`src/rtl/seg7_scan_mux.sv`:
```
// Time-multiplexed digit scanner for a common-cathode 7-segment display, with a blanking gap
// between digits and double-buffered digit data. Define SEG7_LZ_SUPPRESS_EN for leading-zero blanking.
module seg7_scan_mux #(
  parameter int unsigned NUM_DIGITS   = 4,
  parameter int unsigned PRESCALE     = 50000,
  parameter int unsigned BLANK_CYCLES = 16
) (
  input  logic                    clk,
  input  logic                    rst_n,
  input  logic                    enable,
  input  logic                    load,
  input  logic [4*NUM_DIGITS-1:0] digits_in,
  input  logic [NUM_DIGITS-1:0]   dp_in,
  output logic [3:0]              nibble_out,
  output logic                    dp_out,
  output logic [NUM_DIGITS-1:0]   digit_sel,
  output logic                    blank_out,
  output logic                    frame_done
);

  localparam int unsigned CntW = (PRESCALE > 1) ? $clog2(PRESCALE) : 1;
  localparam int unsigned IdxW = $clog2(NUM_DIGITS);

  localparam logic [CntW-1:0] CntOne       = CntW'(1);
  localparam logic [CntW-1:0] CntBlankLast = CntW'(BLANK_CYCLES - 1);
  localparam logic [CntW-1:0] CntSlotLast  = CntW'(PRESCALE - 1);
  localparam logic [IdxW-1:0] IdxOne       = IdxW'(1);
  localparam logic [IdxW-1:0] IdxLast      = IdxW'(NUM_DIGITS - 1);

  typedef enum logic [1:0] {
    StIdle,
    StBlank,
    StShow
  } state_e;

  state_e                  st_q, st_d;
  logic [CntW-1:0]         cnt_q, cnt_d;
  logic [IdxW-1:0]         idx_q, idx_d;
  logic                    wrap;

  logic [4*NUM_DIGITS-1:0] act_dig_q, act_dig_d;
  logic [NUM_DIGITS-1:0]   act_dp_q, act_dp_d;
  logic [4*NUM_DIGITS-1:0] sh_dig_q, sh_dig_d;
  logic [NUM_DIGITS-1:0]   sh_dp_q, sh_dp_d;
  logic                    pending_q, pending_d;

  logic [3:0]              nib_q, nib_d;
  logic                    dp_q, dp_d;
  logic [NUM_DIGITS-1:0]   sel_q, sel_d;
  logic                    blank_q, blank_d;
  logic                    fd_q, fd_d;
  logic                    suppress;

  // Scan sequencing: dropping enable forces idle from any state on the next edge.
  always_comb begin
    st_d  = st_q;
    cnt_d = cnt_q;
    idx_d = idx_q;
    wrap  = 1'b0;
    if (!enable) begin
      st_d  = StIdle;
      cnt_d = '0;
      idx_d = '0;
    end else begin
      case (st_q)
        StIdle: begin
          st_d  = StBlank;
          cnt_d = '0;
          idx_d = '0;
        end
        StBlank: begin
          cnt_d = cnt_q + CntOne;
          if (cnt_q == CntBlankLast) begin
            st_d = StShow;
          end
        end
        StShow: begin
          if (cnt_q == CntSlotLast) begin
            st_d  = StBlank;
            cnt_d = '0;
            if (idx_q == IdxLast) begin
              idx_d = '0;
              wrap  = 1'b1;
            end else begin
              idx_d = idx_q + IdxOne;
            end
          end else begin
            cnt_d = cnt_q + CntOne;
          end
        end
        default: begin
          st_d  = StIdle;
          cnt_d = '0;
          idx_d = '0;
        end
      endcase
    end
  end

  // Double buffer: a load at the frame wrap bypasses (and discards) any pending shadow.
  always_comb begin
    act_dig_d = act_dig_q;
    act_dp_d  = act_dp_q;
    sh_dig_d  = sh_dig_q;
    sh_dp_d   = sh_dp_q;
    pending_d = pending_q;
    if (load) begin
      if (st_q == StIdle) begin
        act_dig_d = digits_in;
        act_dp_d  = dp_in;
      end else if (wrap) begin
        act_dig_d = digits_in;
        act_dp_d  = dp_in;
        pending_d = 1'b0;
      end else begin
        sh_dig_d  = digits_in;
        sh_dp_d   = dp_in;
        pending_d = 1'b1;
      end
    end else if (wrap && pending_q) begin
      act_dig_d = sh_dig_q;
      act_dp_d  = sh_dp_q;
      pending_d = 1'b0;
    end
  end

`ifdef SEG7_LZ_SUPPRESS_EN
  // zero_up[k] is set when digits k..NUM_DIGITS-1 of the next active value are all zero.
  logic [NUM_DIGITS-1:0] zero_up;

  always_comb begin
    zero_up = '0;
    zero_up[NUM_DIGITS-1] = (act_dig_d[4*(NUM_DIGITS-1) +: 4] == 4'd0);
    for (int k = NUM_DIGITS - 2; k >= 0; k--) begin
      zero_up[k] = (act_dig_d[4*k +: 4] == 4'd0) && zero_up[k+1];
    end
  end

  assign suppress = (idx_d != '0) && zero_up[idx_d] && !act_dp_d[idx_d];
`else
  assign suppress = 1'b0;
`endif

  // Outputs are derived from next-state so the registered values line up with the state.
  always_comb begin
    nib_d   = 4'd0;
    dp_d    = 1'b0;
    sel_d   = '0;
    blank_d = 1'b1;
    fd_d    = wrap;
    if (st_d != StIdle) begin
      nib_d = act_dig_d[4*idx_d +: 4];
      dp_d  = act_dp_d[idx_d];
      if (st_d == StShow && !suppress) begin
        sel_d   = NUM_DIGITS'(1) << idx_d;
        blank_d = 1'b0;
      end
    end
  end

  always_ff @(posedge clk or negedge rst_n) begin
    if (!rst_n) begin
      st_q      <= StIdle;
      cnt_q     <= '0;
      idx_q     <= '0;
      act_dig_q <= '0;
      act_dp_q  <= '0;
      sh_dig_q  <= '0;
      sh_dp_q   <= '0;
      pending_q <= 1'b0;
      nib_q     <= 4'd0;
      dp_q      <= 1'b0;
      sel_q     <= '0;
      blank_q   <= 1'b1;
      fd_q      <= 1'b0;
    end else begin
      st_q      <= st_d;
      cnt_q     <= cnt_d;
      idx_q     <= idx_d;
      act_dig_q <= act_dig_d;
      act_dp_q  <= act_dp_d;
      sh_dig_q  <= sh_dig_d;
      sh_dp_q   <= sh_dp_d;
      pending_q <= pending_d;
      nib_q     <= nib_d;
      dp_q      <= dp_d;
      sel_q     <= sel_d;
      blank_q   <= blank_d;
      fd_q      <= fd_d;
    end
  end

  assign nibble_out = nib_q;
  assign dp_out     = dp_q;
  assign digit_sel  = sel_q;
  assign blank_out  = blank_q;
  assign frame_done = fd_q;

endmodule
```
`config.mk`:
```
export PLATFORM = sky130hd
export DESIGN_NAME = seg7_scan_mux
export DESIGN_NICKNAME = d
export VERILOG_FILES = /design/src/rtl/seg7_scan_mux.sv
export SDC_FILE = /design/constraint.sdc
export NUM_CORES = 1
export LEC_CHECK = 0
export BUFFER_PORTS_ARGS = -buffer_cell sky130_fd_sc_hd__buf_4
export CORE_UTILIZATION = 33
export DETAILED_ROUTE_END_ITERATION = 6
export GPL_TIMING_DRIVEN = 0
export PLACE_DENSITY_LB_ADDON = 0.1
export SLEW_MARGIN = 5
export SYNTH_ARGS = -nofsm -noshare
export SYNTH_HDL_FRONTEND = slang
export SYNTH_SLANG_ARGS = --single-unit
```
`constraint.sdc`:
```
create_clock -name clk -period 4.8 [get_ports clk]
set_input_delay 0.96 -clock clk [delete_from_list [all_inputs] [get_ports clk]]
set_output_delay 0.96 -clock clk [all_outputs]
set_load 0.05 [all_outputs]
```
; ---- After elaboration in Yosys (flattened, before gate mapping)
; Index checks and enable logic that the tools add are counted.
[word_totals]
output_inout_bits = 11
register_bits = 72
input_bits = 24
elab_cells = 68
[classes]
eq_ne = 7
magnitude_cmp = 1
add_sub_neg = 2
n_shift = 2
bitwise = 2
n_reduce_logical = 6
muxes = 35
[ops]
columns = operator, n
row1 = $mux W16, 6
row2 = $pmux W16 S2, 1
row3 = $mux W4, 7
row4 = $add A16 B1 Y16 const B, 1
row5 = $eq A16 B16 Y1 const B, 1
row6 = $eq A16 B4 Y1 const B, 1
row7 = $shiftx A16 B5 Y4, 1
row8 = $mux W1, 12
row9 = $mux W2, 6
row10 = $eq A2 B2 Y1 const B, 3
row11 = $pmux W2 S3, 1
row12 = $pmux W2 S2, 1
row13 = $reduce_bool A2 Y1, 2
row14 = $shl A1 B2 Y4 const A, 1
row15 = $lt A2 B3 Y1 const B, 1
row16 = $reduce_and A3 Y1, 1
row17 = $add A2 B1 Y2 const B, 1
row18 = $bmux W1 S2, 1
row19 = $eq A2 B1 Y1 const B, 1
row20 = $logic_not A2 Y1, 1
row21 = $ne A2 B2 Y1 const B, 1
row22 = $not A1 Y1, 2
row23 = $reduce_and A2 Y1, 1
row24 = $logic_and A1 B1 Y1, 1

; ---- Longest topological paths before layout
; Gate-level depths: netlist of run 1.
[depth]
ltp_word = 11
depth_mapped = 11
mapped_depth_nobuf = 9

; ---- Worst setup path before layout of run 1
; No wires, ideal clock.
[synth_path]
kind = input-to-reg
from = in enable
to = reg sh_dig_q[0]
path_buffers = 3
required_ns = 4.675
arrival_time_ns = 2.341
path_slack_ns = 2.334
setup_ns = 0.125
path_stages = 7
path_cell_list = and4_1 -> and2_0 -> a21o_1 -> buf_2 -> buf_4 -> buf_2 -> mux2_2
[synth_via]
elab_chain_cells = 3
[synth_lines]
columns = item, line
row1 = start: declaration, 10  ; input logic enable,
row2 = $mux W1, 60  ; if (!enable) begin
row3 = $not A1 Y1 (no source line), -
row4 = $reduce_and A3 Y1 (no source line), -
row5 = end signal: assignment, 182  ; sh_dig_q <= sh_dig_d;
row6 = end: declaration, 43  ; logic [4*NUM_DIGITS-1:0] sh_dig_q, sh_dig_d;
; Every way passes these cells.
; A chain may end at the register's enable or synchronous reset.

; ---- Final worst setup path of run 1
[layout_path]
from = reg st_q[0]
to = reg nib_q[0] (netlist: nibble_out[0])
[layout_via]
elab_chain_cells = 8
word_cells_on_any_way = 19
classes_between = eq/ne: 2 / shift: 1 / mux: 13 / reduce/logical: 3
[layout_lines]
columns = item, line
row1 = start: declaration, 36  ; state_e st_q, st_d;
row2 = start signal: assignment, 163  ; st_q <= StIdle;
row3 = start signal: assignment, 177  ; st_q <= st_d;
row4 = $eq A2 B2 Y1, 65  ; case (st_q)
row5 = $mux W1, 65
row6 = $mux W1, 60
row7 = $mux W16 / $logic_and A1 B1 Y1 (equally long branches), "111, 120"
row8 = $mux W16 (on tied branches), "108, 120"
row9 = $mux W16 *, 107  ; if (load) begin
row10 = via act_dig_d[0], 41  ; logic [4*NUM_DIGITS-1:0] act_dig_q, act_dig_d;
row11 = $shiftx A16 B5 Y4 *, 152  ; nib_d = act_dig_d[4*idx_d +: 4];
row12 = $mux W4 *, 151  ; if (st_d != StIdle) begin
row13 = via nib_d[0], 47  ; logic [3:0] nib_q, nib_d;
row14 = end signal: assignment, 185  ; nib_q <= nib_d;
row15 = end: declaration, 47
; Mark *: on every way through the listed nets, which the timed path passes. The rest lies on a longest branch.

==> metrics, run 1 <==
Die X around 100 um; Worst Path Max Fanout 10; clk slew on worst S/H paths approximately 0.080 ns; minimum clock period 2.80 ns; first-pass GRT wire length between 10 and 15 mm; register area share after synthesis 52.7%; Die Area between 10000 and 15000 um2; Worst Setup EP nibble_out[0]; Synth Instances about 320; synth unique cells 46; FF-to-FF Start st_q[0]; pre-CTS setup slack around 1.8 ns; worst reg2reg setup slack about 2 ns; slew of the pin with the lowest slew margin around 0.94 ns; Leakage Power 0.00175 uW; number of routed nets with antenna violations 0; clk buf depth 2; Post-CTS Setup Bufs 0; Initial Util between 30% and 40%; CTS Buf Count 9; Final Hold Viols 0; Clock Latency Late Sink about 0.35 ns; CP endpoint kind register; R2R depth 10; root buf cell clkbuf_8; end of the worst register-to-register path nibble_out[0]; nets 396; post-DR wirelength/cell about 16 um; Pwr Density between 300 and 400 nW/um2; row count 36; Vias per Instance a little over 5; residual DRC count 0; setup TNS 0 ns; Syn Std Cell Area approximately 3400 um2; Port Buffers 34; Crit Path Class reg2reg; post-synthesis register bit count 72; number of global-route vias before repair 2565; pin count of the biggest net entering global routing 73; dpl hpwl approximately 5.4 mm; crit path DAT 3.01 ns; VDD IR max around 0.11 mV; area grow syn2layout 17.3%; grt ovf 0; number of hold buffers added after cts 0; Yosys warning count 0; Final Cycle Share slightly below 60%; Yosys top cell area share 51.9%; final core utilization 40.5%; final slew viol count 0; Synth area leader dfrtp_1; Crit. Startpoint st_q[0]; Max Cap Viol 0; Syn Area/Cell about 11 um2; Slew headroom 37.6%; FMAX about 360 MHz; Total Power 1320 uW; DRT iter0 DRCs between 80 and 90; I/O pin count 35; Via Count about 2500; Total GRT Usage about 16%; setup violators final 0; ANT cells 0; drt total wl 7.88 mm; initial antenna violation count 0; CTS Sinks 72; gpl congestion between 0.7 and 0.8; syn_nets 351; Core Area roughly 9900 um2; Final WS setup 2.00 ns; Final Skew 0.0136 ns; Pre-antenna DRT Iters 5; crit path launch type register; top post-synthesis cells by area dfrtp_1 52%, mux2_2 6.6%, nand2_1 5.4%, a31oi_1 4.0%, o22ai_1 3.8%; TritonCTS clock tree done; die height a little over 100 um; unrepaired setup endpoints after global routing false; number of cells upsized or downsized after cts 0; htree depth 3; fraction of layout instances using a drive strength above 1 around a quarter; Hold WC Path Type reg2reg; Crit path required time 5.01 ns; status completed
[layout by cell type, fill, tap and decap left out, types with 2 or more instances in the layout]
cell,n
dfrtp_1,71
nand2_1,49
buf_4,35
nor2_1,26
a31oi_1,22
o22ai_1,21
mux2_2,20
mux2i_1,11
clkbuf_8,11
nand3_1,8
o21ai_0,8
and3_1,7
xor2_1,7
xnor2_1,7
clkbuf_1,6
buf_2,6
ha_1,6
nor3_1,5
inv_1,5
clkinv_2,4
and3_2,2
and4_1,2
and2_1,2
a21oi_1,2
a21oi_2,2
nand2_2,2
nor3b_2,2
[cell type report]
cell class / count / area, um2
sequential: 72 / 1800
inverter: 6 / 27.5
multi-input combinational: 229 / 1530
clock inverter: 4 / 20.0
tap: 133 / 166
buffer: 14 / 65.1
timing repair buffer: 34 / 255
clock buffer: 11 / 151
fill: 1012 / 5890
[power by group]
| part | internal, uW | switching, uW |
|---|---|---|
| Clock | 210 | 226 |
| Combinational | 80.8 | 101 |
| Sequential | 671 | 30.8 |
[per-layer routing]
metal	part of all wire, %	global-route usage, %	wire length [um]	vias up
met5	0	0	0	-
met4	1.5	6.12	119	0
met3	2.7	2.76	213	12
met2	44	23.9	3510	36
met1	51	23.7	4040	1245
li1	-	-	-	1240
[critical path: stages, from the launching register on]
cell and delay (ns):
dfrtp_1 0.42, inv_1 0.11, ha_1 0.30, and4_1 0.25, and2_0 0.25, nand3_1 0.37, buf_2 0.34, nand2_1 0.09
a31oi_1 0.11, mux2i_1 0.26, o22ai_1 0.15
[stage by stage]
stage / cell area (um2) / hold WS (ns) / cells
finish: 4020 / 0.454 / 503
global route: 4020 / 0.485 / 503
CTS: 4020 / 0.458 / 503
detailed placement: 3840 / 0.447 / 488
global placement: 3840 / 0.447 / 488
floorplan: 3420 / 0.425 / 321
[Yosys cell counts, drive strengths merged]
cell    instances
dfrtp          71
nand2          52
nor2           26
a31oi          22
o22ai          21
mux2           20
mux2i          11
and3            9
nand3           9
o21ai           9
buf             7
clkbuf          7
xnor2           7
xor2            7
ha              6
inv             5
nor3            5
a21oi           4
and2            3
and4            2
nor3b           2
nor4            2
a211oi          1
a21o            1
clkinv          1
dfstp           1
nand2b          1
nand4           1
nor4b           1
o21bai          1
o311a           1
o31ai           1
or2             1
or2b            1
or4             1
or4b            1
[worst min path at each step]
stage | from | end | slack (ns) | cells after the start
finish | cnt_q[0] | cnt_q[0] | 0.45 | 1
global route | cnt_q[0] | cnt_q[0] | 0.48 | 1
CTS | cnt_q[0] | cnt_q[0] | 0.46 | 1
detailed placement | cnt_q[0] | cnt_q[0] | 0.45 | 1
global placement | cnt_q[0] | cnt_q[0] | 0.45 | 1
floorplan | cnt_q[0] | cnt_q[0] | 0.43 | 1
[sequential cells by signal, summed over array words and instances, names as in the netlist, 2 cells and up]
name	cells
cnt_q	16
idx_q	2
act_dig_q	16
nibble_out	4
sh_dig_q	16
digit_sel	4
act_dp_q	4
st_q	2
sh_dp_q	4
[logic make-up (layout without fill, tap and decap cells)]
logic type,count (synthesis),after routing,share of synthesized area [%]
fa+ha+maj,6,6,2.19
xor+xnor,14,14,3.58
mux,31,31,9.80
simple gates,117,117,17.7
buf+inv,20,69,2.70
flops,72,72,52.7
compound gates,61,61,11.4
Power figures use the tool's default switching activity.
==> run 2: changes to the inputs <==
==> constraint.sdc (replaced) <==
create_clock -name clk -period 2.5 [get_ports clk]
set_input_delay 0.5 -clock clk [delete_from_list [all_inputs] [get_ports clk]]
set_output_delay 0.5 -clock clk [all_outputs]
set_load 0.05 [all_outputs]
==> metrics, run 2 (same netlist as run 1, synthesis figures left out) <==
status completed; root buf cell clkbuf_8; Slew headroom a little under two fifths; initial antenna violation count 0; DRT iter0 DRCs 80; clk slew on worst S/H paths about 0.08 ns; Worst Path Max Fanout 10; Via Count between 2000 and 3000; part of the power in registers between 50% and 60%; dpl hpwl roughly 5.4 mm; crit path DAT 2.61 ns; Crit Path Class reg2reg; crit path launch type register; setup violators final 0; gpl congestion between 0.7 and 0.8; TritonCTS clock tree done; number of routed nets with antenna violations 0; Sw Share 27.0%; Clock Latency Late Sink between 0.3 and 0.4 ns; drt total wl approximately 8.0 mm; nets between 300 and 400; Die X about 100 um; final slew viol count 0; number of global-route vias before repair between 2000 and 3000; Worst Setup EP nibble_out[3]; Crit. Startpoint cnt_q[0]; Pre-antenna DRT Iters 4; Leakage Power 0.00179 uW; fraction of layout instances using a drive strength above 1 29.3%; commonest non-fill, non-tap cell in the layout dfrtp_1; Port Buffers 34; row count 36; ANT cells 0; I/O pin count 35; residual DRC count 0; Total GRT Usage 16.1%; clk buf depth 2; pin count of the biggest net entering global routing 73; end of the worst register-to-register path nibble_out[3]; Hold WC Path Type in2async; Initial Util 34.5%; area grow syn2layout 20.4%; die height approximately 100 um; Pwr Density roughly 620 nW/um2; Max Cap Viol 0; htree depth 3; Core Area ~9900 um2; internal power ~1900 uW; R2R depth 9; setup TNS 0 ns; FMAX between 400 and 500 MHz; minimum clock period 2.37 ns; grt ovf 0; combinational group share of total power about 14%; post-route cell area slightly above 4000 um2; Placed Instance Area 3840 um2; Final Skew roughly 0.012 ns; P_sw 686 uW; slew of the pin with the lowest slew margin slightly above 0.9 ns; Vias per Instance 5.06; Final Hold Viols 0; post-DR wirelength/cell between 15 and 20 um; Final Cycle Share a little over nine tenths; first-pass GRT wire length around 14 mm; worst reg2reg setup slack 0.13 ns; CTS Sinks 72; top flop regs act_dig_q: 16 flops, cnt_q: 16 flops, sh_dig_q: 16 flops; Die Area 10800 um2; commonest non-fill, non-tap cells in the layout 70 x dfrtp_1, 49 x nand2_1, 39 x buf_4; CP endpoint kind register; FF-to-FF Start cnt_q[0]; Crit path required time 2.75 ns; VDD IR max 0.214 mV; CTS Buf Count 9; clock power share roughly a third
## run 2: how the worst min path moves through the flow
stage / start / to / slack (ns)
global placement: cnt_q[0] / cnt_q[0] / 0.45
global route: rst_n / idx_q[0] / 0.38
detailed placement: cnt_q[0] / cnt_q[0] / 0.45
CTS: rst_n / st_q[0] / 0.32
finish: rst_n / st_q[0] / 0.29
floorplan: rst_n / act_dig_q[0] / 0.20
## run 2: metrics by stage
step | instances | hold slack, ns | util [%] | worst slack (ns) | total power, uW
2_1_floorplan | 321 | 0.204 | - | 0.231 | 1590
3_3_place_gp | 488 | 0.447 | 38.8 | -0.265 | 1720
3_5_place_dp | 488 | 0.447 | 38.8 | -0.251 | 1730
4_1_cts | 503 | 0.324 | 40.9 | 0.0143 | 2560
5_1_grt | 505 | 0.377 | 41.6 | -0.0204 | 2690
6_report | 505 | 0.288 | 41.6 | 0.134 | 2540
## run 2: metal layers
layer / part of all wire (%) / vias to the layer above / GRT usage, %
met5: 0 / - / 0
met2: 45 / 51 / 23.9
met4: 0.84 / 0 / 6.12
met1: 50 / 1254 / 23.5
met3: 3.6 / 9 / 2.76
li1: - / 1243 / -
## run 2: layout make-up
cell class                 instances  area, um2
fill                            1002       5790
sequential                        72       1800
multi-input combinational        229       1590
timing repair buffer              37        278
tap                              133        166
clock buffer                      11        151
buffer                            13       81.3
inverter                           6       27.5
clock inverter                     4       20.0
## run 2: timing repair
| item | 4_1_cts | 5_1_grt |
|---|---|---|
| hold buffers | 0 | 0 |
| buffers inserted | 0 | 3 |
| setup endpoints to repair | 24 | 36 |
| hold endpoints to repair | 0 | 0 |
| pin swaps | 2 | 1 |
| gates resized for setup | 12 | 14 |
## run 2: critical path: stages (launching register included)
cell,delay (ns)
dfrtp_1,0.39
ha_1,0.22
and3_2,0.28
and3_1,0.19
a31oi_1,0.21
buf_2,0.29
o22ai_1,0.11
a31oi_1,0.25
mux2i_1,0.13
o22ai_1,0.18
## run 2: power groups by stage
stage / clock network [uW] / logic (uW) / registers (uW)
3_5_place_dp: 0 / 354 / 1370
5_1_grt: 915 / 407 / 1360
2_1_floorplan: 0 / 201 / 1390
6_report: 831 / 365 / 1350
4_1_cts: 855 / 359 / 1350
3_3_place_gp: 0 / 349 / 1370
==> run 3: changes to the inputs <==
--- a/config.mk
+++ b/config.mk
@@ -6,9 +6,9 @@
 export NUM_CORES = 1
 export LEC_CHECK = 0
 export BUFFER_PORTS_ARGS = -buffer_cell sky130_fd_sc_hd__buf_4
+export CORE_MARGIN = 2
 export CORE_UTILIZATION = 33
 export DETAILED_ROUTE_END_ITERATION = 6
-export GPL_TIMING_DRIVEN = 0
 export PLACE_DENSITY_LB_ADDON = 0.1
 export SLEW_MARGIN = 5
 export SYNTH_ARGS = -nofsm -noshare
==> metrics, run 3 (same netlist as run 1, synthesis figures left out) <==
Core Area a little over 10000 um2; Final Skew about 0.012 ns; VDD IR max ~0.24 mV; drt total wl a little under 8 mm; CP endpoint kind register; TritonCTS clock tree done; crit path launch type register; number of routed nets with antenna violations 0; crit path DAT 2.52 ns; Final Hold Viols 0; max incr delay on CP between 0.4 and 0.5 ns; Die Area between 10000 and 15000 um2; ANT cells 0; Clock Latency Late Sink between 0.3 and 0.4 ns; DRT met1 WL about 4.0 mm; combinational group share of total power about an eighth; CTS Sinks 72; P_sw ~710 uW; first-pass GRT wire length between 10 and 15 mm; status completed; htree depth 3; minimum clock period between 2 and 2.5 ns; dpl hpwl approximately 5.4 mm; root buf cell clkbuf_8; number of cells upsized or downsized after cts 0; clock power share between 30% and 40%; die height 106 um; crit-path cells nor4_1, nand3_1, o311a_1, a211oi_2, a21oi_2, nand2_2, o22ai_1; fraction of layout instances using a drive strength above 1 roughly 28%; Die X ~110 um; Slew headroom between 60% and 70%; initial antenna violation count 0; internal power between 2000 and 2500 uW; commonest non-fill, non-tap cell in the layout dfrtp_1; placed cells 490; setup TNS 0 ns; top flop regs act_dig_q: 16 flops, cnt_q: 16 flops, sh_dig_q: 16 flops; fin cells roughly 510; WL met3 296 um; post-DR wirelength/cell about 16 um; Worst Path Max Fanout 6; met2 wire length about 3.5 mm; Initial Util 33.6%; Post-CTS Setup Bufs 0; Total GRT Usage between 10% and 20%; CTS Buf Count 9; residual DRC count 0; final slew viol count 0; Leakage Power 0.00183 uW; clk slew on worst S/H paths roughly 0.08 ns; Worst path slowest cell dfrtp_1; setup violators final 0; gpl congestion ~0.74; grt ovf 0; Pre-antenna DRT Iters 5; final core utilization 41.0%; Final Cycle Share roughly 92%; I/O pin count 35; DR top layer met4; Via Count ~2500; slew of the pin with the lowest slew margin between 0.5 and 0.6 ns; number of global-route vias before repair between 2000 and 3000; area grow syn2layout 22.1%; DRT iter0 DRCs 85; Hold WC Path Type in2async; pin count of the biggest net entering global routing 41; clk buf depth 2; row count 37; Sw Share between 20% and 30%; nets between 300 and 400; Vias per Instance about 5.0; FMAX ~430 MHz; Pwr Density between 600 and 700 nW/um2; unrepaired setup endpoints after global routing false; number of hold buffers added after cts 0; part of the power in registers around half; Crit Path Class reg2reg; Crit path required time 2.72 ns; Max Cap Viol 0; commonest non-fill, non-tap cells in the layout 71 x dfrtp_1, 49 x nand2_1, 42 x buf_4; Port Buffers 34
## run 3: cell count changes in the layout (fill, tap and decap cells not counted), sizes merged
cell / previous run / this run
buf: 44 / 47
bufinv: 0 / 2
clkbuf: 17 / 11
clkinv: 5 / 4
## run 3: cell type report
cell class | count | area (um2)
fill | 1023 | 6000
timing repair buffer | 47 | 415
sequential | 72 | 1800
clock inverter | 5 | 78.8
clock buffer | 11 | 151
inverter | 6 | 27.5
multi-input combinational | 229 | 1530
tap | 136 | 170
## run 3: routing by layer
layer	vias up	track usage, %
li1	1237	-
met1	1228	21.1
met2	40	22.8
met3	10	3.53
met4	0	5.17
met5	-	0
## run 3: path summary, 6_finish.rpt
path / from / to / slack, ns / depth (start not counted)
setup / recovery: cnt_q[11] / nibble_out[2] / 0.20 / 7
hold / removal: rst_n / digit_sel[0] / 0.14 / 1
setup reg to reg: cnt_q[11] / nibble_out[2] / 0.20 / 7
hold reg to reg: cnt_q[0] / cnt_q[0] / 0.47 / 1
max in group asynchronous: rst_n / act_dig_q[8] / 1.79 / 2
min in group clk: dp_in[1] / sh_dp_q[1] / 0.39 / 2
## run 3: worst max-delay path: cells and delay by family, from the launching register on
kind	cells	cell delay (ns)
compound gates	4	0.95
flops	1	0.46
simple gates	3	0.77
## run 3: per-stage QoR
stage	hold WS [ns]	setup WS (ns)	total power [uW]	cell area, um2
after global placement	0.452	0.211	1720	3940
after CTS	0.159	0.189	2810	4170
after global routing	0.182	0.00267	2930	4180
final	0.139	0.200	2780	4180
after floorplan	0.204	0.231	1590	3420
after detailed placement	0.467	0.210	1740	3940
## run 3: power by group through the flow
stage                     logic (uW)  registers [uW]  clock network (uW)
after floorplan                  201            1390                   0
after CTS                        362            1350                1100
after global placement           352            1370                   0
after global routing             397            1370                1160
after detailed placement         361            1370                   0
final                            357            1350                1070
